==> config.mk <==
export PLATFORM = sky130hd
export DESIGN_NAME = servo_pwm_gen_flat
export DESIGN_NICKNAME = d
export VERILOG_FILES = /design/src/rtl/servo_pwm_gen_if.sv /design/src/rtl/servo_pwm_gen.sv /design/src/flat_wrapper.sv
export SDC_FILE = /design/constraint.sdc
export NUM_CORES = 1
export LEC_CHECK = 0
export CELL_PAD_IN_SITES_DETAIL_PLACEMENT = 1
export CELL_PAD_IN_SITES_GLOBAL_PLACEMENT = 1
export CORE_MARGIN = 10
export CORE_UTILIZATION = 46
export DETAILED_ROUTE_END_ITERATION = 10
export GPL_ROUTABILITY_DRIVEN = 0
export GPL_TIMING_DRIVEN = 1
export PLACE_DENSITY = 0.91
export SYNTH_ARGS = -nofsm -noshare
export SYNTH_HDL_FRONTEND = slang
export SYNTH_SLANG_ARGS = --single-unit
==> constraint.sdc <==
create_clock -name clk -period 6.9 [get_ports clk]
set_clock_uncertainty 0.1 [all_clocks]
set_input_delay 1.38 -clock clk [delete_from_list [all_inputs] [get_ports clk]]
set_output_delay 1.38 -clock clk [all_outputs]
set_load 0.1 [all_outputs]
==> src/rtl/servo_pwm_gen_if.sv <==
// Servo command/status bundle between the PIO command source and one
// servo_pwm_gen channel.
//   cmd          : [15] enable, [14:11] ignored, [10:0] requested offset (us)
//   servo_pwm    : PWM pin drive
//   frame_start  : one-clock pulse in the first cycle of each frame
//   cur_width    : pulse width (us) currently being generated
//   at_target    : applied offset equals the clamped target while enabled
interface servo_pwm_gen_if;
  logic [15:0] cmd;
  logic        servo_pwm;
  logic        frame_start;
  logic [10:0] cur_width;
  logic        at_target;

  modport master (
    output cmd,
    input  servo_pwm, frame_start, cur_width, at_target
  );

  modport slave (
    input  cmd,
    output servo_pwm, frame_start, cur_width, at_target
  );
endinterface

==> src/rtl/servo_pwm_gen.sv <==
// RC-servo PWM generator. A prescaler makes a microsecond tick; a frame
// counter spans FRAME_US ticks. At each frame boundary the command word is
// sampled, the offset is moved toward the clamped target (slew-limited
// while running, direct jump on the first enabled frame) and a pulse of
// MIN_US+offset us is generated from the start of the frame.
// Ports:
//   clk      : system clock
//   reset_n  : asynchronous active-low reset
//   bus      : servo_pwm_gen_if.slave (cmd in; servo_pwm, frame_start,
//              cur_width, at_target out, all registered)
module servo_pwm_gen #(
  parameter int unsigned CLK_HZ   = 50000000,
  parameter int unsigned TICK_HZ  = 1000000,
  parameter int unsigned FRAME_US = 20000,
  parameter int unsigned MIN_US   = 1000,
  parameter int unsigned MAX_US   = 2000,
  parameter int unsigned SLEW_US  = 20
) (
  input  logic            clk,
  input  logic            reset_n,
  servo_pwm_gen_if.slave  bus
);

  localparam int unsigned DIV  = CLK_HZ / TICK_HZ;
  localparam int unsigned SPAN = MAX_US - MIN_US;
  localparam int unsigned PW   = (DIV > 1) ? $clog2(DIV) : 1;
  localparam int unsigned FW   = (FRAME_US > 1) ? $clog2(FRAME_US) : 1;

  localparam logic [PW-1:0] PRE_LAST   = PW'(DIV - 1);
  localparam logic [FW-1:0] FRAME_LAST = FW'(FRAME_US - 1);
  localparam logic [10:0]   SPAN_W     = 11'(SPAN);
  localparam logic [10:0]   SLEW_W     = 11'(SLEW_US);
  localparam logic [10:0]   OFF_RST    = 11'(SPAN / 2);
  localparam logic [10:0]   WIDTH_RST  = 11'(MIN_US + SPAN / 2);

  typedef enum logic {ST_OFF, ST_RUN} state_t;

  logic [PW-1:0] r_pre;
  logic [FW-1:0] r_us;
  state_t        r_st;
  logic [10:0]   r_off;
  logic [10:0]   r_width;
  logic          r_pwm;
  logic          r_fs;
  logic          r_at;

  logic          w_tick;
  logic          w_bnd;
  logic [FW-1:0] w_us_next;
  logic [10:0]   w_tgt;
  logic [10:0]   w_diff;
  logic [10:0]   w_off_next;
  state_t        w_st_next;
  logic          w_pwm_next;
  logic          w_unused;

  assign w_unused = ^bus.cmd[14:11];

  always_comb begin
    w_tick     = (r_pre == PRE_LAST);
    w_bnd      = w_tick && (r_us == FRAME_LAST);
    w_tgt      = (bus.cmd[10:0] > SPAN_W) ? SPAN_W : bus.cmd[10:0];
    w_us_next  = r_us;
    w_off_next = r_off;
    w_st_next  = r_st;
    w_diff     = '0;

    if (w_tick) begin
      w_us_next = w_bnd ? '0 : r_us + FW'(1);
    end

    if (w_bnd) begin
      unique case (r_st)
        ST_OFF: begin
          if (bus.cmd[15]) begin
            w_st_next  = ST_RUN;
            w_off_next = w_tgt;
          end
        end
        ST_RUN: begin
          if (!bus.cmd[15]) begin
            w_st_next = ST_OFF;
          end else if (w_tgt >= r_off) begin
            // Step is the smaller of the remaining distance and SLEW, so
            // it can neither overshoot nor leave 0..SPAN.
            w_diff     = w_tgt - r_off;
            w_off_next = (SLEW_US == 0 || w_diff <= SLEW_W) ? w_tgt : r_off + SLEW_W;
          end else begin
            w_diff     = r_off - w_tgt;
            w_off_next = (SLEW_US == 0 || w_diff <= SLEW_W) ? w_tgt : r_off - SLEW_W;
          end
        end
        default: w_st_next = ST_OFF;
      endcase
    end

    // Compare against next-cycle counter/offset so the registered pin rises
    // together with frame_start and stays high exactly width*DIV clocks.
    w_pwm_next = (w_st_next == ST_RUN) &&
                 ((32'(w_us_next)) < (MIN_US + 32'(w_off_next)));
  end

  always_ff @(posedge clk or negedge reset_n) begin
    if (!reset_n) begin
      r_pre   <= '0;
      r_us    <= '0;
      r_st    <= ST_OFF;
      r_off   <= OFF_RST;
      r_width <= WIDTH_RST;
      r_pwm   <= 1'b0;
      r_fs    <= 1'b0;
      r_at    <= 1'b0;
    end else begin
      r_pre   <= w_tick ? '0 : r_pre + PW'(1);
      r_us    <= w_us_next;
      r_st    <= w_st_next;
      r_off   <= w_off_next;
      r_width <= 11'(MIN_US + 32'(w_off_next));
      r_pwm   <= w_pwm_next;
      r_fs    <= w_bnd;
      if (w_bnd) begin
        r_at <= (w_st_next == ST_RUN) && (w_off_next == w_tgt);
      end
    end
  end

  assign bus.servo_pwm   = r_pwm;
  assign bus.frame_start = r_fs;
  assign bus.cur_width   = r_width;
  assign bus.at_target   = r_at;

endmodule

==> src/flat_wrapper.sv <==
// flat-port wrapper written by rule: the top's interface ports become plain ports
module servo_pwm_gen_flat 
#(
  parameter int unsigned CLK_HZ   = 50000000,
  parameter int unsigned TICK_HZ  = 1000000,
  parameter int unsigned FRAME_US = 20000,
  parameter int unsigned MIN_US   = 1000,
  parameter int unsigned MAX_US   = 2000,
  parameter int unsigned SLEW_US  = 20
)
  (clk, reset_n, bus_cmd, bus_servo_pwm, bus_frame_start, bus_cur_width, bus_at_target);
  servo_pwm_gen_if bus_i ();
  input  logic clk;
  input  logic reset_n;
  input wire logic [$bits(bus_i.cmd)-1:0] bus_cmd;
  output wire logic [$bits(bus_i.servo_pwm)-1:0] bus_servo_pwm;
  output wire logic [$bits(bus_i.frame_start)-1:0] bus_frame_start;
  output wire logic [$bits(bus_i.cur_width)-1:0] bus_cur_width;
  output wire logic [$bits(bus_i.at_target)-1:0] bus_at_target;
  assign bus_i.cmd = bus_cmd;
  assign bus_servo_pwm = bus_i.servo_pwm;
  assign bus_frame_start = bus_i.frame_start;
  assign bus_cur_width = bus_i.cur_width;
  assign bus_at_target = bus_i.at_target;
  servo_pwm_gen #(.CLK_HZ(CLK_HZ), .TICK_HZ(TICK_HZ), .FRAME_US(FRAME_US), .MIN_US(MIN_US), .MAX_US(MAX_US), .SLEW_US(SLEW_US)) u_core (.clk(clk), .reset_n(reset_n), .bus(bus_i));
endmodule
==> report_table.html, run 1 <==
<table>
<tr><th>Metric</th><th>Value</th></tr>
<tr><th colspan="2">Logic synthesis</th></tr>
<tr><td>Seq cells post-synth</td><td>between 40 and 50</td></tr>
<tr><td>Register area share after synthesis</td><td>approximately 25%</td></tr>
<tr><td>Number of enable flip-flop cells after synthesis</td><td>0</td></tr>
<tr><td>Number of instances in the synthesized netlist</td><td>553</td></tr>
<tr><td>Number of distinct library cells after synthesis</td><td>84</td></tr>
<tr><td>Average size of a mapped cell</td><td>approximately 8.2 um^2</td></tr>
<tr><td>Yosys warnings</td><td>0</td></tr>
<tr><td>Net Count, Synth</td><td>between 600 and 700</td></tr>
<tr><td>Fraction of registers with async set or reset after synthesis</td><td>100.0%</td></tr>
<tr><td>Leading register cell type out of synthesis</td><td>dfrtp_1</td></tr>
<tr><td>Combined area of all synthesized cells</td><td>4546 um^2</td></tr>
<tr><th colspan="2">CTS</th></tr>
<tr><td>TritonCTS sink count</td><td>between 40 and 50</td></tr>
<tr><td>Worst-case clock buffer depth</td><td>2</td></tr>
<tr><td>Number of hold-repair buffers added at the cts stage</td><td>0</td></tr>
<tr><td>Cell at the root of the clock tree</td><td>clkbuf_8</td></tr>
<tr><td>CTS H-tree depth</td><td>2</td></tr>
<tr><td>TritonCTS buffer count</td><td>5</td></tr>
<tr><th colspan="2">Floorplan</th></tr>
<tr><td>Number of placed I/O pins</td><td>32</td></tr>
<tr><td>Row count</td><td>36</td></tr>
<tr><td>Die X</td><td>119.4 um</td></tr>
<tr><td>Die Span Y</td><td>~120 um</td></tr>
<tr><td>Effective utilization at floorplan</td><td>between 40 and 50%</td></tr>
<tr><th colspan="2">Place</th></tr>
<tr><td>Count of port buffers added during placement</td><td>27</td></tr>
<tr><td>Area after DPL</td><td>5655 um^2</td></tr>
<tr><td>Pre-CTS setup slack</td><td>-936.3 ps</td></tr>
<tr><td>HPWL after detailed placement</td><td>roughly 15000 um</td></tr>
<tr><th colspan="2">Status</th></tr>
<tr><td>Stage at which the run stopped</td><td>5_1_grt</td></tr>
<tr><td>Outcome</td><td>stopped before the end</td></tr>
<tr><td>Stop Error</td><td>[ERROR GRT-0232] Routing congestion too high. Check the congestion heatmap in the GUI.</td></tr>
<tr><th colspan="2">Global routing</th></tr>
<tr><td>Overall Global Routing Usage</td><td>between 50% and 60%</td></tr>
<tr><td>Largest net degree at the start of global routing</td><td>45</td></tr>
<tr><td>Remaining global-route overflow</td><td>12</td></tr>
<tr><th colspan="2">STA</th></tr>
<tr><td>Worst endpoint type</td><td>sequential cell input</td></tr>
<tr><td>Last worst endpoint in the global-route repair_timing</td><td>u_core.bus.servo_pwm$_DFF_PN0_/D</td></tr>
</table>
-- routing by layer --
layer  track usage [%]  overflow
met1             53.55         0
met2             72.99         6
met5             3.819         0
met3             40.01         0
met4             57.09         6
-- synthesized netlist by cell type (all sizes together), types with 3 or more instances --
library cell   n  area [um^2]
and4           6        55.05
nand4         15        93.84
or2            3        18.77
nand3         18        90.09
ha            37        462.9
o21ai         35        175.2
a21o          10        75.07
xnor2         37        324.1
nand2b         5        38.78
mux2i          9        90.09
dfstp         12        315.3
buf           11        68.81
o211ai         8        60.06
and3           4        25.02
a31oi          8        71.32
or3            4        25.02
and2           4        25.02
inv           36        135.1
nor2          48        180.2
a211oi         4        30.03
xor2          11        96.34
nor3b          3        27.52
clkbuf        15        56.30
nor4           6        37.54
o221ai         6        58.80
a211o          6        61.31
a21oi         39        210.2
nand2         47        176.4
dfrtp         32        800.8
nor3           9        56.31
nor2b          3        18.77
o21a           7        53.80
o31ai         10        88.83
a311oi         3        26.28
-- cells by family after synthesis --
group | synth area share (%)
multiplexers | 1.982
XOR/XNOR | 9.248
flip-flops | 24.55
AO/OA/AOI/OAI | 26.51
buffers and inverters | 5.808
adder cells (fa/ha/maj) | 10.18
other | 0.08250
AND/OR/NAND/NOR | 21.63
-- metrics by stage --
step           setup TNS [ps]  utilization [%]  std cells
2_1_floorplan               0                -        553
3_3_place_gp           -539.0            58.40        794
3_5_place_dp           -936.3            58.40        794
4_1_cts                     0            66.87        823
-- repair_timing --
item                                    4_1_cts
buffers inserted                             21
resized for setup                           119
pin swaps                                    40
endpoints found under the setup margin        1
==> run 2, diff against run 1 <==
==> config.mk (replaced) <==
export PLATFORM = sky130hd
export DESIGN_NAME = servo_pwm_gen_flat
export DESIGN_NICKNAME = d
export VERILOG_FILES = /design/src/rtl/servo_pwm_gen_if.sv /design/src/rtl/servo_pwm_gen.sv /design/src/flat_wrapper.sv
export SDC_FILE = /design/constraint.sdc
export NUM_CORES = 1
export LEC_CHECK = 0
export CORE_MARGIN = 10
export CORE_UTILIZATION = 35
export DETAILED_ROUTE_END_ITERATION = 10
export GPL_ROUTABILITY_DRIVEN = 0
export GPL_TIMING_DRIVEN = 1
export PLACE_DENSITY_LB_ADDON = 0.15
export SYNTH_ARGS = -nofsm -noshare
export SYNTH_HDL_FRONTEND = slang
export SYNTH_SLANG_ARGS = --single-unit
==> run 2 against run 1 <==
Against the previous run:
- synthesized cell count unchanged
- synthesized area unchanged
- the flow now finishes without violations
==> report_table.html, run 2 <==
<table>
<tr><th>Metric</th><th>Value</th></tr>
<tr><th colspan="2">CTS</th></tr>
<tr><td>Clock tree from TritonCTS</td><td>yes</td></tr>
<tr><td>CTS H-tree depth</td><td>2 (unchanged)</td></tr>
<tr><td>TritonCTS sink count</td><td>44 (unchanged)</td></tr>
<tr><td>Clk pin slew, worst setup/hold paths</td><td>roughly 70 ps</td></tr>
<tr><td>Cell at the root of the clock tree</td><td>clkbuf_16</td></tr>
<tr><td>TritonCTS buffer count</td><td>5 (unchanged)</td></tr>
<tr><td>Worst-case clock buffer depth</td><td>2 (unchanged)</td></tr>
<tr><td>Insertion delay to the later sink of the worst-skew pair</td><td>just under 300 ps</td></tr>
<tr><th colspan="2">Drt</th></tr>
<tr><td>Routed length per instance</td><td>around 18 um</td></tr>
<tr><td>Routed via count divided by cell count</td><td>between 5 and 6</td></tr>
<tr><td>Number of vias in the routed layout</td><td>around 4800</td></tr>
<tr><td>Detailed Routing Iterations Pass 1</td><td>5</td></tr>
<tr><td>Initial DRC Count</td><td>512</td></tr>
<tr><td>Remaining antenna violation count after routing</td><td>0</td></tr>
<tr><td>Final wirelength</td><td>around 16000 um</td></tr>
<tr><td>Remaining DRCs</td><td>0</td></tr>
<tr><th colspan="2">Floorplan</th></tr>
<tr><td>Effective utilization at floorplan</td><td>35.87% (-11 points)</td></tr>
<tr><td>Die footprint</td><td>approximately 18000 um^2</td></tr>
<tr><td>Die X</td><td>134.0 um (+12%)</td></tr>
<tr><td>Placeable core area</td><td>12670 um^2</td></tr>
<tr><td>Number of placed I/O pins</td><td>32 (unchanged)</td></tr>
<tr><td>Die Span Y</td><td>134.0 um (+12%)</td></tr>
<tr><td>Row count</td><td>41 (+14%)</td></tr>
<tr><th colspan="2">Logic synthesis</th></tr>
<tr><td>Yosys warnings</td><td>0 (unchanged)</td></tr>
<tr><td>Combined area of all synthesized cells</td><td>4546 um^2 (unchanged)</td></tr>
<tr><td>Leading register cell type out of synthesis</td><td>dfrtp_1</td></tr>
<tr><td>Net Count, Synth</td><td>608 (unchanged)</td></tr>
<tr><td>Register area share after synthesis</td><td>24.55% (unchanged)</td></tr>
<tr><td>Commonest cells in the netlist</td><td>nor2_1 (48), nand2_1 (47), a21oi_1 (37), ha_1 (37), xnor2_1 (37)</td></tr>
<tr><td>Seq cells post-synth</td><td>44 (unchanged)</td></tr>
<tr><td>Most frequent cell after synthesis</td><td>nor2_1</td></tr>
<tr><td>Top area cells in the synthesized netlist</td><td>dfrtp_1 (18%), ha_1 (10%), xnor2_1 (7.1%), dfstp_2 (6.9%), a21oi_1 (4.1%)</td></tr>
<tr><td>Number of enable flip-flop cells after synthesis</td><td>0 (unchanged)</td></tr>
<tr><td>Average size of a mapped cell</td><td>8.220 um^2 (unchanged)</td></tr>
<tr><td>Fraction of registers with async set or reset after synthesis</td><td>100.0% (unchanged)</td></tr>
<tr><td>Number of distinct library cells after synthesis</td><td>84 (unchanged)</td></tr>
<tr><td>Number of instances in the synthesized netlist</td><td>553 (unchanged)</td></tr>
<tr><td>Synth area leader</td><td>dfrtp_1</td></tr>
<tr><td>Share of the synthesized area in the top cell type</td><td>17.62% (unchanged)</td></tr>
<tr><th colspan="2">Layout</th></tr>
<tr><td>Most common cell after layout, fill and taps aside</td><td>buf_4</td></tr>
<tr><td>Area delta synth-&gt;final</td><td>41.54%</td></tr>
<tr><td>Filler cell count in the final layout</td><td>about 1200</td></tr>
<tr><td>Flip-flop count of the largest register after layout</td><td>15</td></tr>
<tr><td>Number of non-filler instances in the completed layout</td><td>between 800 and 900</td></tr>
<tr><td>Number of antenna repair diodes</td><td>0</td></tr>
<tr><td>Net total in the final layout</td><td>745</td></tr>
<tr><td>Top library cells by usage in the layout, fill and taps aside</td><td>buf_4 (125), nor2_1 (43), nand2_1 (43)</td></tr>
<tr><td>Final core area utilization</td><td>about half</td></tr>
<tr><td>Proportion of layout cells with a drive suffix above 1</td><td>approximately 33%</td></tr>
<tr><td>Register with the most flip-flops</td><td>u_core.r_us</td></tr>
<tr><th colspan="2">Power and ir drop</th></tr>
<tr><td>Cell area power density</td><td>approximately 110 nW/um^2</td></tr>
<tr><td>LEAKAGE</td><td>2.733 nW</td></tr>
<tr><td>Worst voltage drop across the vdd grid</td><td>0.09256 mV</td></tr>
<tr><th colspan="2">STA</th></tr>
<tr><td>Normalized max-slew margin</td><td>around a third</td></tr>
<tr><td>Slew Limit Fails</td><td>0</td></tr>
<tr><td>Final number of setup-violating endpoints</td><td>0</td></tr>
<tr><td>Worst hold margin</td><td>about 400 ps</td></tr>
<tr><td>Final cycle utilization of the critical path</td><td>around 98%</td></tr>
<tr><td>Number of hold violations in the final report</td><td>0</td></tr>
<tr><td>Tightest Pin Transition</td><td>1004 ps</td></tr>
<tr><td>Highest achievable clock rate</td><td>between 100 and 150 MHz</td></tr>
<tr><td>Final period demand of the worst path</td><td>6741 ps</td></tr>
<tr><th colspan="2">Critical path</th></tr>
<tr><td>Critical R2R Capture</td><td>u_core.bus.servo_pwm</td></tr>
<tr><td>CP Launch Type</td><td>input pin</td></tr>
<tr><td>Reg2Reg Setup Slack</td><td>~1400 ps</td></tr>
<tr><td>CP max FO</td><td>5</td></tr>
<tr><td>Reg2Reg Depth</td><td>23</td></tr>
<tr><td>Reg2Reg Launch Point</td><td>u_core.r_off[7]</td></tr>
<tr><td>Slowest library cell on the worst path</td><td>or3_4</td></tr>
<tr><td>Critical path class</td><td>input pin to flip-flop</td></tr>
<tr><td>Setup crit end kind</td><td>flip-flop</td></tr>
<tr><td>Maximum cell stage delay along the critical path</td><td>between 400 and 500 ps</td></tr>
<tr><td>Data required time of the worst path</td><td>7020 ps</td></tr>
<tr><td>WP data arrival</td><td>roughly 7000 ps</td></tr>
<tr><th colspan="2">Place</th></tr>
<tr><td>Total instance count after detailed placement</td><td>837 (+5.4%)</td></tr>
<tr><td>Count of port buffers added during placement</td><td>27 (unchanged)</td></tr>
<tr><td>HPWL after detailed placement</td><td>11950 um (-22%)</td></tr>
<tr><th colspan="2">Global routing</th></tr>
<tr><td>Met1 Track Usage GR</td><td>a little over a fifth</td></tr>
<tr><td>Initial antenna violation count</td><td>0</td></tr>
<tr><td>Wire length of the first global-routing pass</td><td>~25000 um</td></tr>
<tr><td>M2 GR Usage</td><td>between 20 and 30%</td></tr>
<tr><td>Overall Global Routing Usage</td><td>roughly 17%</td></tr>
<tr><td>Vias in the first global route</td><td>4798</td></tr>
<tr><td>GR peak layer</td><td>met2</td></tr>
<tr><td>Fraction of met3 tracks used by global routing</td><td>under 10%</td></tr>
<tr><td>Largest net degree at the start of global routing</td><td>45</td></tr>
<tr><td>Remaining global-route overflow</td><td>0</td></tr>
<tr><th colspan="2">Status</th></tr>
<tr><td>Outcome</td><td>complete, no violations</td></tr>
<tr><th colspan="2">Min path</th></tr>
<tr><td>Hold endpoint</td><td>u_core.r_pre[5]</td></tr>
<tr><td>Min-delay src</td><td>u_core.r_pre[5]</td></tr>
<tr><td>Hold Path Stages</td><td>1</td></tr>
<tr><td>Type of the tightest min-delay check</td><td>flip-flop to flip-flop</td></tr>
<tr><th colspan="2">Flow run</th></tr>
<tr><td>Count of maximum capacitance violations</td><td>0</td></tr>
</table>
-- run 2: cell counts after synthesis --
No cell type changed its count.
-- run 2: cell families after synthesis --
family	count (synthesis)	share of synthesized area, %
AO/OA/AOI/OAI	166	26.51
buffers and inverters	63	5.808
adder cells (fa/ha/maj)	37	10.18
other	1	0.08250
XOR/XNOR	48	9.248
multiplexers	9	1.982
flip-flops	44	24.55
AND/OR/NAND/NOR	185	21.63
-- run 2: timing repair --
item                       4_1_cts  5_1_grt
gates resized for setup         39       46
buffers inserted                10        8
hold buffers                     0        0
setup endpoints to repair        1        1
pin swaps                       22       28
-- run 2: layout make-up --
type,count,area [um^2],area share (%)
inverters,37,141.4,2.198
well taps,172,215.2,3.345
multi-input cells,446,3548,55.15
flip-flops and latches,44,1116,17.35
repair buffers,156,1262,19.62
clock inverters,1,7.507,0.1167
clock buffers,7,142.6,2.217
-- run 2: stage by stage --
stage / area, um^2 / total power [W] / setup slack [ps] / TNS, ps
4_1_cts: 6155 / 0.0007188 / 0.5391 / 0
5_1_grt: 6434 / 0.0007590 / -55.54 / -55.54
6_report: 6434 / 0.0007296 / 158.9 / 0
2_1_floorplan: 4546 / 0.0003645 / 362.7 / 0
3_3_place_gp: 5747 / 0.0004506 / -518.6 / -518.6
3_5_place_dp: 5747 / 0.0004526 / -568.8 / -568.8
-- run 2: power breakdown --
group / switching, W / internal [W] / total, W
sequential: 0.000000378 / 0.000259 / 0.000259
clock: 0.000102 / 0.000144 / 0.000247
combinational: 0.000118 / 0.000105 / 0.000224
-- run 2: worst max path at each step --
stage | end | slack (ps) | start
2_1_floorplan | u_core.bus.servo_pwm | 360 | bus_cmd[5]
3_3_place_gp | u_core.bus.servo_pwm | -520 | bus_cmd[5]
3_5_place_dp | u_core.bus.servo_pwm | -570 | bus_cmd[5]
4_1_cts | u_core.bus.servo_pwm | 0.5 | bus_cmd[9]
5_1_grt | u_core.bus.servo_pwm | -60 | bus_cmd[0]
6_report | u_core.bus.servo_pwm | 160 | bus_cmd[7]
-- run 2: critical path: cells and delay by family --
kind,cells,cell delay (ps)
compound gates,10,1730
xor+xnor,2,430
fa+ha+maj,2,370
buf+inv,4,880
simple gates,8,2050
-- run 2: routing by layer --
| layer | routed length [um] | vias to the layer above |
|---|---|---|
| li1 | - | 2301 |
| met1 | 7091 | 2358 |
| met2 | 7323 | 159 |
| met3 | 823 | 21 |
| met4 | 267 | 0 |
| met5 | 0 | - |
Note: power is estimated with default switching activity, not from simulation.
==> run 3, diff against run 2 <==
--- a/config.mk
+++ b/config.mk
@@ -5,6 +5,8 @@
 export SDC_FILE = /design/constraint.sdc
 export NUM_CORES = 1
 export LEC_CHECK = 0
+export ABC_AREA = 1
+export CORE_ASPECT_RATIO = 1.25
 export CORE_MARGIN = 10
 export CORE_UTILIZATION = 35
 export DETAILED_ROUTE_END_ITERATION = 10
==> run 3 against run 2 <==
Against the previous run:
- combinational power fell by 40%
- global-route usage is 1.4 points lower
- wire length is 12% lower
- highest routed layer unchanged
- sequential share of layout area grew 2.0 points
- count of clock-buffer cells in the layout is 1 higher
- final area decreased by 10%
- register-to-register slack better by 560 ps
- critical path type unchanged
- non-clock buffer count decreased by 77
==> report_table.html, run 3 <==
<table>
<tr><th>Metric</th><th>Value</th></tr>
<tr><th colspan="2">Floorplan</th></tr>
<tr><td>Die X</td><td>122.8 um (-8.3%)</td></tr>
<tr><td>Placeable core area</td><td>12830 um^2 (+1.3%)</td></tr>
<tr><td>Die Span Y</td><td>148.5 um (+11%)</td></tr>
<tr><td>Number of placed I/O pins</td><td>32 (unchanged)</td></tr>
<tr><td>Effective utilization at floorplan</td><td>36.02% (+0.15 points)</td></tr>
<tr><td>Row count</td><td>46 (+12%)</td></tr>
<tr><td>Die footprint</td><td>18230 um^2 (+1.6%)</td></tr>
<tr><th colspan="2">Drt</th></tr>
<tr><td>Final wirelength</td><td>13580 um (-12%)</td></tr>
<tr><td>Routed via count divided by cell count</td><td>4.839 (-14%)</td></tr>
<tr><td>Routed length per instance</td><td>14.34 um (-20%)</td></tr>
<tr><td>Detailed Routing Iterations Pass 1</td><td>4 (-1)</td></tr>
<tr><td>Initial DRC Count</td><td>238 (-54%)</td></tr>
<tr><td>Remaining DRCs</td><td>0 (unchanged)</td></tr>
<tr><td>Remaining antenna violation count after routing</td><td>0 (unchanged)</td></tr>
<tr><td>Number of vias in the routed layout</td><td>4583 (-5.3%)</td></tr>
<tr><th colspan="2">STA</th></tr>
<tr><td>Tightest Pin Transition</td><td>978.3 ps (-26.08 ps)</td></tr>
<tr><td>Slew Limit Fails</td><td>0 (unchanged)</td></tr>
<tr><td>Final period demand of the worst path</td><td>6489 ps (-252.2 ps)</td></tr>
<tr><td>Highest achievable clock rate</td><td>154.1 MHz (+3.9%)</td></tr>
<tr><td>Final number of setup-violating endpoints</td><td>0 (unchanged)</td></tr>
<tr><td>Number of hold violations in the final report</td><td>0 (unchanged)</td></tr>
<tr><td>Normalized max-slew margin</td><td>34.58% (+1.7 points)</td></tr>
<tr><td>Final cycle utilization of the critical path</td><td>94.04% (-3.7 points)</td></tr>
<tr><th colspan="2">Power and ir drop</th></tr>
<tr><td>Worst voltage drop across the vdd grid</td><td>0.1850 mV (+100%)</td></tr>
<tr><td>Cell area power density</td><td>109.3 nW/um^2 (-3.6%)</td></tr>
<tr><td>LEAKAGE</td><td>2.972 nW (+8.7%)</td></tr>
<tr><th colspan="2">CTS</th></tr>
<tr><td>TritonCTS buffer count</td><td>5 (unchanged)</td></tr>
<tr><td>Number of post-CTS setup repair buffers</td><td>0 (-10)</td></tr>
<tr><td>TritonCTS sink count</td><td>44 (unchanged)</td></tr>
<tr><td>Worst-case clock buffer depth</td><td>2 (unchanged)</td></tr>
<tr><td>Clk pin slew, worst setup/hold paths</td><td>60 ps (about the same)</td></tr>
<tr><td>Number of hold-repair buffers added at the cts stage</td><td>0 (unchanged)</td></tr>
<tr><td>Cell at the root of the clock tree</td><td>clkbuf_16</td></tr>
<tr><td>Insertion delay to the later sink of the worst-skew pair</td><td>290 ps (about the same)</td></tr>
<tr><td>Clock tree from TritonCTS</td><td>yes</td></tr>
<tr><td>CTS H-tree depth</td><td>2 (unchanged)</td></tr>
<tr><th colspan="2">Logic synthesis</th></tr>
<tr><td>Top area cells in the synthesized netlist</td><td>dfrtp_1 (17%), nand2_1 (14%), ha_1 (10%), inv_1 (9.1%), dfstp_2 (6.8%)</td></tr>
<tr><td>Share of the synthesized area in the top cell type</td><td>17.32% (-0.30 points)</td></tr>
<tr><td>Combined area of all synthesized cells</td><td>4623 um^2 (+1.7%)</td></tr>
<tr><td>Net Count, Synth</td><td>759 (+25%)</td></tr>
<tr><td>Average size of a mapped cell</td><td>6.567 um^2 (-20%)</td></tr>
<tr><td>Number of enable flip-flop cells after synthesis</td><td>0 (unchanged)</td></tr>
<tr><td>Commonest cells in the netlist</td><td>nand2_1 (176), inv_1 (112), nor2_1 (64)</td></tr>
<tr><td>Register area share after synthesis</td><td>24.14% (-0.41 points)</td></tr>
<tr><td>Fraction of registers with async set or reset after synthesis</td><td>100.0% (unchanged)</td></tr>
<tr><td>Leading register cell type out of synthesis</td><td>dfrtp_1</td></tr>
<tr><td>Yosys warnings</td><td>0 (unchanged)</td></tr>
<tr><td>Synth area leader</td><td>dfrtp_1</td></tr>
<tr><td>Number of instances in the synthesized netlist</td><td>704 (+27%)</td></tr>
<tr><td>Number of distinct library cells after synthesis</td><td>49 (-42%)</td></tr>
<tr><td>Most frequent cell after synthesis</td><td>nand2_1</td></tr>
<tr><td>Seq cells post-synth</td><td>44 (unchanged)</td></tr>
<tr><th colspan="2">Critical path</th></tr>
<tr><td>Slowest library cell on the worst path</td><td>or4_4</td></tr>
<tr><td>Critical path class</td><td>input pin to flip-flop</td></tr>
<tr><td>Reg2Reg Depth</td><td>32 (+39%)</td></tr>
<tr><td>Cell mode on critical path</td><td>nand2_1</td></tr>
<tr><td>WP data arrival</td><td>6600 ps (-260 ps)</td></tr>
<tr><td>Maximum cell stage delay along the critical path</td><td>560 ps (+110 ps)</td></tr>
<tr><td>CP Launch Type</td><td>input pin</td></tr>
<tr><td>Setup crit end kind</td><td>flip-flop</td></tr>
<tr><td>Data required time of the worst path</td><td>7010 ps (about the same)</td></tr>
<tr><td>CP max FO</td><td>10 (+5)</td></tr>
<tr><th colspan="2">Place</th></tr>
<tr><td>HPWL after detailed placement</td><td>11290 um (-5.6%)</td></tr>
<tr><td>Area after DPL</td><td>5411 um^2 (-5.8%)</td></tr>
<tr><td>Count of port buffers added during placement</td><td>27 (unchanged)</td></tr>
<tr><th colspan="2">Layout</th></tr>
<tr><td>Register with the most flip-flops</td><td>u_core.r_us</td></tr>
<tr><td>Area of the multi-input gates</td><td>3142 um^2 (-11%)</td></tr>
<tr><td>Proportion of layout cells with a drive suffix above 1</td><td>22.34% (-11 points)</td></tr>
<tr><td>Number of antenna repair diodes</td><td>0 (unchanged)</td></tr>
<tr><td>Filler cell count in the final layout</td><td>1309 (+6.7%)</td></tr>
<tr><td>Flip-flop count of the largest register after layout</td><td>15 (unchanged)</td></tr>
<tr><td>Final standard cell area without fillers</td><td>5759 um^2 (-10%)</td></tr>
<tr><td>Most common cell after layout, fill and taps aside</td><td>nand2_1</td></tr>
<tr><td>Seq. cell area</td><td>1116 um^2 (unchanged)</td></tr>
<tr><td>Area delta synth-&gt;final</td><td>24.57%</td></tr>
<tr><td>Top library cells by usage in the layout, fill and taps aside</td><td>nand2_1 (173), inv_1 (108), nand3_1 (54)</td></tr>
<tr><td>Net total in the final layout</td><td>833 (+12%)</td></tr>
<tr><td>Final core area utilization</td><td>44.87% (-5.9 points)</td></tr>
<tr><th colspan="2">Min path</th></tr>
<tr><td>Type of the tightest min-delay check</td><td>flip-flop to flip-flop</td></tr>
<tr><td>Hold Path Stages</td><td>1 (unchanged)</td></tr>
<tr><th colspan="2">Global routing</th></tr>
<tr><td>Initial antenna violation count</td><td>0 (unchanged)</td></tr>
<tr><td>Vias in the first global route</td><td>4762 (-0.75%)</td></tr>
<tr><td>Overall Global Routing Usage</td><td>15.23% (-1.4 points)</td></tr>
<tr><td>Remaining global-route overflow</td><td>0 (unchanged)</td></tr>
<tr><td>Wire length of the first global-routing pass</td><td>22710 um (-7.8%)</td></tr>
<tr><td>Largest net degree at the start of global routing</td><td>45 (unchanged)</td></tr>
<tr><th colspan="2">Flow run</th></tr>
<tr><td>Count of maximum capacitance violations</td><td>0 (unchanged)</td></tr>
<tr><th colspan="2">Status</th></tr>
<tr><td>Outcome</td><td>complete, no violations</td></tr>
</table>
-- run 3: through the flow --
step / std cells / total power, W / setup slack (ps) / setup TNS [ps] / hold slack (ps)
floorplan: 704 / 0.0003347 / 867.4 / 0 / 379.5
global placement: 939 / 0.0003856 / 5.104 / 0 / 401.7
detailed placement: 939 / 0.0003868 / -75.27 / -75.27 / 412.2
CTS: 947 / 0.0006302 / 197.1 / 0 / 421.3
global route: 947 / 0.0006649 / -0.5658 / -0.5658 / 445.2
finish: 947 / 0.0006294 / 411.1 / 0 / 429.6
-- run 3: final timing paths --
check / startpoint / to / slack (ps)
min reg2reg: u_core.r_pre[5] / u_core.r_pre[5] / 430
max in group asynchronous: reset_n / u_core.bus.cur_width[4] / 5240
min: u_core.r_pre[5] / u_core.r_pre[5] / 430
min in group asynchronous: reset_n / u_core.bus.servo_pwm / 1060
max reg2reg: u_core.r_off[7] / u_core.bus.servo_pwm / 1960
max: bus_cmd[5] / u_core.bus.servo_pwm / 410
-- run 3: power by group --
group	internal (W)	total (W)	switching, W
clock	0.000144	0.000237	0.0000924
combinational	0.0000553	0.000134	0.0000790
sequential	0.000258	0.000258	0
-- run 3: cell type report --
type / instances / area share (%)
inverter: 126 / 8.212
tap: 168 / 3.650
timing repair buffer: 79 / 11.67
sequential: 44 / 19.38
multi-input combinational: 522 / 54.55
clock buffer: 8 / 2.542
-- run 3: cells by family (layout without fill, tap and decap cells) --
| kind of cell | after synthesis | after routing | share of synthesized area (%) |
|---|---|---|---|
| and+or+nand+nor | 372 | 372 | 37.89 |
| buffers and inverters | 138 | 213 | 11.91 |
| AOI/OAI and AO/OA | 92 | 92 | 12.18 |
| DFF | 44 | 44 | 24.14 |
| adders and majority gates | 37 | 37 | 10.01 |
| xor gates and xnor gates | 20 | 20 | 3.789 |
| other | 1 | 1 | 0.08111 |
-- run 3: worst max-delay path, delay by kind of cell --
kind | cells | cell delay [ps]
simple gates | 21 | 2430
fa+ha+maj | 3 | 710
xor+xnor | 1 | 180
compound gates | 5 | 660
buf+inv | 10 | 1220
-- run 3: layer usage --
metal | vias to the layer above | track usage, % | wire length, um
li1 | 2389 | - | -
met1 | 2095 | 16.54 | 5493
met2 | 68 | 28.08 | 7259
met3 | 31 | 1.667 | 306
met4 | 0 | 7.674 | 524
met5 | - | 0 | 0
-- run 3: what timing repair did --
| action | in CTS | in global routing |
|---|---|---|
| hold endpoints to repair | 0 | 0 |
| endpoints found under the setup margin | 0 | 1 |
| gates resized for setup | 0 | 52 |
==> run 4, diff against run 3 <==
--- a/config.mk
+++ b/config.mk
@@ -5,14 +5,12 @@
 export SDC_FILE = /design/constraint.sdc
 export NUM_CORES = 1
 export LEC_CHECK = 0
-export ABC_AREA = 1
 export CORE_ASPECT_RATIO = 1.25
 export CORE_MARGIN = 10
 export CORE_UTILIZATION = 35
 export DETAILED_ROUTE_END_ITERATION = 10
 export GPL_ROUTABILITY_DRIVEN = 0
 export GPL_TIMING_DRIVEN = 1
-export PLACE_DENSITY_LB_ADDON = 0.15
 export SYNTH_ARGS = -nofsm -noshare
 export SYNTH_HDL_FRONTEND = slang
 export SYNTH_SLANG_ARGS = --single-unit
==> constraint.sdc (replaced) <==
create_clock -name clk -period 7.2 [get_ports clk]
set_clock_uncertainty 0.1 [all_clocks]
set_input_delay 1.44 -clock clk [delete_from_list [all_inputs] [get_ports clk]]
set_output_delay 1.44 -clock clk [all_outputs]
set_load 0.1 [all_outputs]
==> run 4 against run 3 <==
Against the previous run:
- register-to-register slack got worse by 410 ps
- sequential cell count stayed put
- critical endpoint unchanged
- die area fell by 1.4%
- final area grew 8.0%
- power rose by 15%
- final cell count is 11% lower
- count of clock-buffer cells in the layout fell by 2
- first-iteration DRC count increased by 11%
==> report_table.html, run 4 (synthesis results as in run 2) <==
<table>
<tr><th>Metric</th><th>Value</th></tr>
<tr><th colspan="2">Status</th></tr>
<tr><td>Outcome</td><td>complete, no violations</td></tr>
<tr><th colspan="2">Flow run</th></tr>
<tr><td>Count of maximum capacitance violations</td><td>0 (unchanged)</td></tr>
<tr><th colspan="2">CTS</th></tr>
<tr><td>Clock tree from TritonCTS</td><td>yes</td></tr>
<tr><td>Number of hold-repair buffers added at the cts stage</td><td>0 (unchanged)</td></tr>
<tr><td>Cell at the root of the clock tree</td><td>clkbuf_16</td></tr>
<tr><td>CTS H-tree depth</td><td>2 (unchanged)</td></tr>
<tr><td>Worst-case clock buffer depth</td><td>2 (unchanged)</td></tr>
<tr><td>Insertion delay to the later sink of the worst-skew pair</td><td>290 ps (about the same)</td></tr>
<tr><td>TritonCTS sink count</td><td>44 (unchanged)</td></tr>
<tr><td>Clk pin slew, worst setup/hold paths</td><td>60 ps (about the same)</td></tr>
<tr><td>TritonCTS buffer count</td><td>5 (unchanged)</td></tr>
<tr><th colspan="2">Floorplan</th></tr>
<tr><td>Placeable core area</td><td>12720 um^2 (-0.90%)</td></tr>
<tr><td>Die Span Y</td><td>147.4 um (-0.73%)</td></tr>
<tr><td>Die footprint</td><td>17970 um^2 (-1.4%)</td></tr>
<tr><td>Effective utilization at floorplan</td><td>35.74% (-0.28 points)</td></tr>
<tr><td>Row count</td><td>46 (unchanged)</td></tr>
<tr><td>Die X</td><td>121.9 um (-0.70%)</td></tr>
<tr><td>Number of placed I/O pins</td><td>32 (unchanged)</td></tr>
<tr><th colspan="2">Layout</th></tr>
<tr><td>Flip-flop count of the largest register after layout</td><td>15 (unchanged)</td></tr>
<tr><td>Number of antenna repair diodes</td><td>0 (unchanged)</td></tr>
<tr><td>Number of non-filler instances in the completed layout</td><td>839 (-11%)</td></tr>
<tr><td>Final standard cell area without fillers</td><td>6222 um^2 (+8.0%)</td></tr>
<tr><td>Net total in the final layout</td><td>725 (-13%)</td></tr>
<tr><td>Proportion of layout cells with a drive suffix above 1</td><td>29.66% (+7.3 points)</td></tr>
<tr><td>Top library cells by usage in the layout, fill and taps aside</td><td>buf_4 (108), nand2_1 (47), nor2_1 (45)</td></tr>
<tr><td>Area delta synth-&gt;final</td><td>36.88%</td></tr>
<tr><td>Register with the most flip-flops</td><td>u_core.r_us</td></tr>
<tr><td>Most common cell after layout, fill and taps aside</td><td>buf_4</td></tr>
<tr><th colspan="2">STA</th></tr>
<tr><td>Final period demand of the worst path</td><td>roughly 7000 ps</td></tr>
<tr><td>Tightest Pin Transition</td><td>998.4 ps (+20.11 ps)</td></tr>
<tr><td>Slew Limit Fails</td><td>0 (unchanged)</td></tr>
<tr><td>Normalized max-slew margin</td><td>33.23% (-1.3 points)</td></tr>
<tr><td>Highest achievable clock rate</td><td>between 100 and 150 MHz</td></tr>
<tr><td>Number of hold violations in the final report</td><td>0 (unchanged)</td></tr>
<tr><td>Worst-case setup margin in the final layout</td><td>232.7 ps (-178.4 ps)</td></tr>
<tr><td>Final number of setup-violating endpoints</td><td>0 (unchanged)</td></tr>
<tr><td>Final cycle utilization of the critical path</td><td>96.77%</td></tr>
<tr><td>Final sum of negative setup slack</td><td>0 ps (unchanged)</td></tr>
<tr><td>Worst hold margin</td><td>392.2 ps (-37.42 ps)</td></tr>
<tr><th colspan="2">Global routing</th></tr>
<tr><td>Largest net degree at the start of global routing</td><td>45 (unchanged)</td></tr>
<tr><td>Vias in the first global route</td><td>4729 (-0.69%)</td></tr>
<tr><td>Initial antenna violation count</td><td>0 (unchanged)</td></tr>
<tr><td>Remaining global-route overflow</td><td>0 (unchanged)</td></tr>
<tr><td>Wire length of the first global-routing pass</td><td>23340 um (+2.8%)</td></tr>
<tr><td>Overall Global Routing Usage</td><td>15.78% (+0.55 points)</td></tr>
<tr><th colspan="2">Critical path</th></tr>
<tr><td>Family with the most delay on the worst path</td><td>compound AO/OA/AOI/OAI gates</td></tr>
<tr><td>CP max FO</td><td>5 (-5)</td></tr>
<tr><td>Maximum cell stage delay along the critical path</td><td>420 ps (-140 ps)</td></tr>
<tr><td>Slowest library cell on the worst path</td><td>clkdlybuf4s50_1</td></tr>
<tr><td>Cell mode on critical path</td><td>buf_4</td></tr>
<tr><td>Reg2Reg Launch Point</td><td>u_core.r_off[7]</td></tr>
<tr><td>CP Launch Type</td><td>input pin</td></tr>
<tr><td>Count of buffer and inverter cells on the critical path</td><td>4 (-6)</td></tr>
<tr><td>Reg2Reg Depth</td><td>22 (-31%)</td></tr>
<tr><td>Setup crit end kind</td><td>flip-flop</td></tr>
<tr><td>Data required time of the worst path</td><td>7330 ps (+320 ps)</td></tr>
<tr><td>Critical path class</td><td>input pin to flip-flop</td></tr>
<tr><td>WP data arrival</td><td>7090 ps (+490 ps)</td></tr>
<tr><td>Setup crit start</td><td>bus_cmd[9]</td></tr>
<tr><td>Critical R2R Capture</td><td>u_core.bus.servo_pwm</td></tr>
<tr><td>Reg2Reg Setup Slack</td><td>1550 ps (-410 ps)</td></tr>
<tr><th colspan="2">Power and ir drop</th></tr>
<tr><td>Switching Fraction</td><td>28.66% (+1.4 points)</td></tr>
<tr><td>Part of the power in the clock network</td><td>37.3% (-0.3 points)</td></tr>
<tr><td>Power share of the combinational group</td><td>28.3% (+7.0 points)</td></tr>
<tr><td>Register share of total power</td><td>34.4% (-6.7 points)</td></tr>
<tr><td>Cell area power density</td><td>116.0 nW/um^2 (+6.1%)</td></tr>
<tr><td>LEAKAGE</td><td>2.634 nW (-11%)</td></tr>
<tr><td>NetSw</td><td>0.0002069 W (+21%)</td></tr>
<tr><td>Cell-internal power</td><td>0.0005148 W (+12%)</td></tr>
<tr><td>Worst voltage drop across the vdd grid</td><td>0.2232 mV (+21%)</td></tr>
<tr><th colspan="2">Drt</th></tr>
<tr><td>Remaining antenna violation count after routing</td><td>0 (unchanged)</td></tr>
<tr><td>Detailed Routing Iterations Pass 1</td><td>5 (+1)</td></tr>
<tr><td>Initial DRC Count</td><td>265 (+11%)</td></tr>
<tr><td>Number of vias in the routed layout</td><td>4741 (+3.4%)</td></tr>
<tr><td>Remaining DRCs</td><td>0 (unchanged)</td></tr>
<tr><td>Routed length per instance</td><td>17.77 um (+24%)</td></tr>
<tr><td>Routed via count divided by cell count</td><td>5.651 (+17%)</td></tr>
<tr><td>Final wirelength</td><td>14910 um (+9.8%)</td></tr>
<tr><th colspan="2">Place</th></tr>
<tr><td>Total instance count after detailed placement</td><td>821 (-13%)</td></tr>
<tr><td>HPWL after detailed placement</td><td>11550 um (+2.3%)</td></tr>
<tr><td>Area after DPL</td><td>5639 um^2 (+4.2%)</td></tr>
<tr><td>Pre-CTS setup slack</td><td>-376.9 ps (-301.6 ps)</td></tr>
<tr><td>Count of port buffers added during placement</td><td>27 (unchanged)</td></tr>
<tr><th colspan="2">Min path</th></tr>
<tr><td>Type of the tightest min-delay check</td><td>flip-flop to flip-flop</td></tr>
<tr><td>Hold Path Stages</td><td>2 (+1)</td></tr>
<tr><td>Hold endpoint</td><td>u_core.bus.at_target</td></tr>
<tr><td>Min-delay src</td><td>u_core.bus.at_target</td></tr>
</table>
## run 4: layer usage
| metal | part of all wire, % | global-route usage, % | up-vias | routed length (um) |
|---|---|---|---|---|
| li1 | - | - | 2260 | - |
| met1 | 40 | 17.71 | 2295 | 6007 |
| met2 | 51 | 28.48 | 141 | 7673 |
| met3 | 3.8 | 1.448 | 45 | 570 |
| met4 | 4.4 | 8.244 | 0 | 661 |
| met5 | 0 | 0 | - | 0 |
## run 4: tightest hold or removal path, delay by kind of cell (launching register included)
kind,cells,cell delay [ps]
flip-flops,1,340
AND/OR/NAND/NOR,1,50
AO/OA/AOI/OAI,1,60
## run 4: cell type report
class	count	area [um^2]
inverter	37	138.9
tap	168	210.2
sequential	44	1116
clock buffer	6	138.9
fill	1205	6497
clock inverter	2	38.79
timing repair buffer	136	1081
multi-input combinational	446	3498
## run 4: per-stage QoR
step	total power, W	utilization (%)
6_report	0.0007217	48.92
3_3_place_gp	0.0004244	44.33
4_1_cts	0.0007026	46.03
2_1_floorplan	0.0003493	-
3_5_place_dp	0.0004267	44.33
5_1_grt	0.0007525	48.92
## run 4: worst max-delay path by stage
stage                           end  slack (ps)  cells past startpoint
2_1_floorplan  u_core.bus.servo_pwm         600                     25
3_3_place_gp   u_core.bus.servo_pwm        -370                     26
3_5_place_dp   u_core.bus.servo_pwm        -380                     26
4_1_cts        u_core.bus.servo_pwm          30                     28
5_1_grt        u_core.bus.servo_pwm         -60                     27
6_report       u_core.bus.servo_pwm         230                     25
## run 4: power by group through the flow
stage / clock [W] / sequential (W) / combinational, W
3_5_place_dp: 0 / 0.000253 / 0.000174
5_1_grt: 0.000285 / 0.000248 / 0.000219
2_1_floorplan: 0 / 0.000253 / 0.0000967
6_report: 0.000269 / 0.000248 / 0.000204
4_1_cts: 0.000278 / 0.000248 / 0.000177
3_3_place_gp: 0 / 0.000253 / 0.000172
## run 4: timing repair
action | in CTS | in global routing
gates resized for setup | 6 | 60
setup endpoints to repair | 1 | 1
setup buffers | 1 | 9
pin swaps | 1 | 23
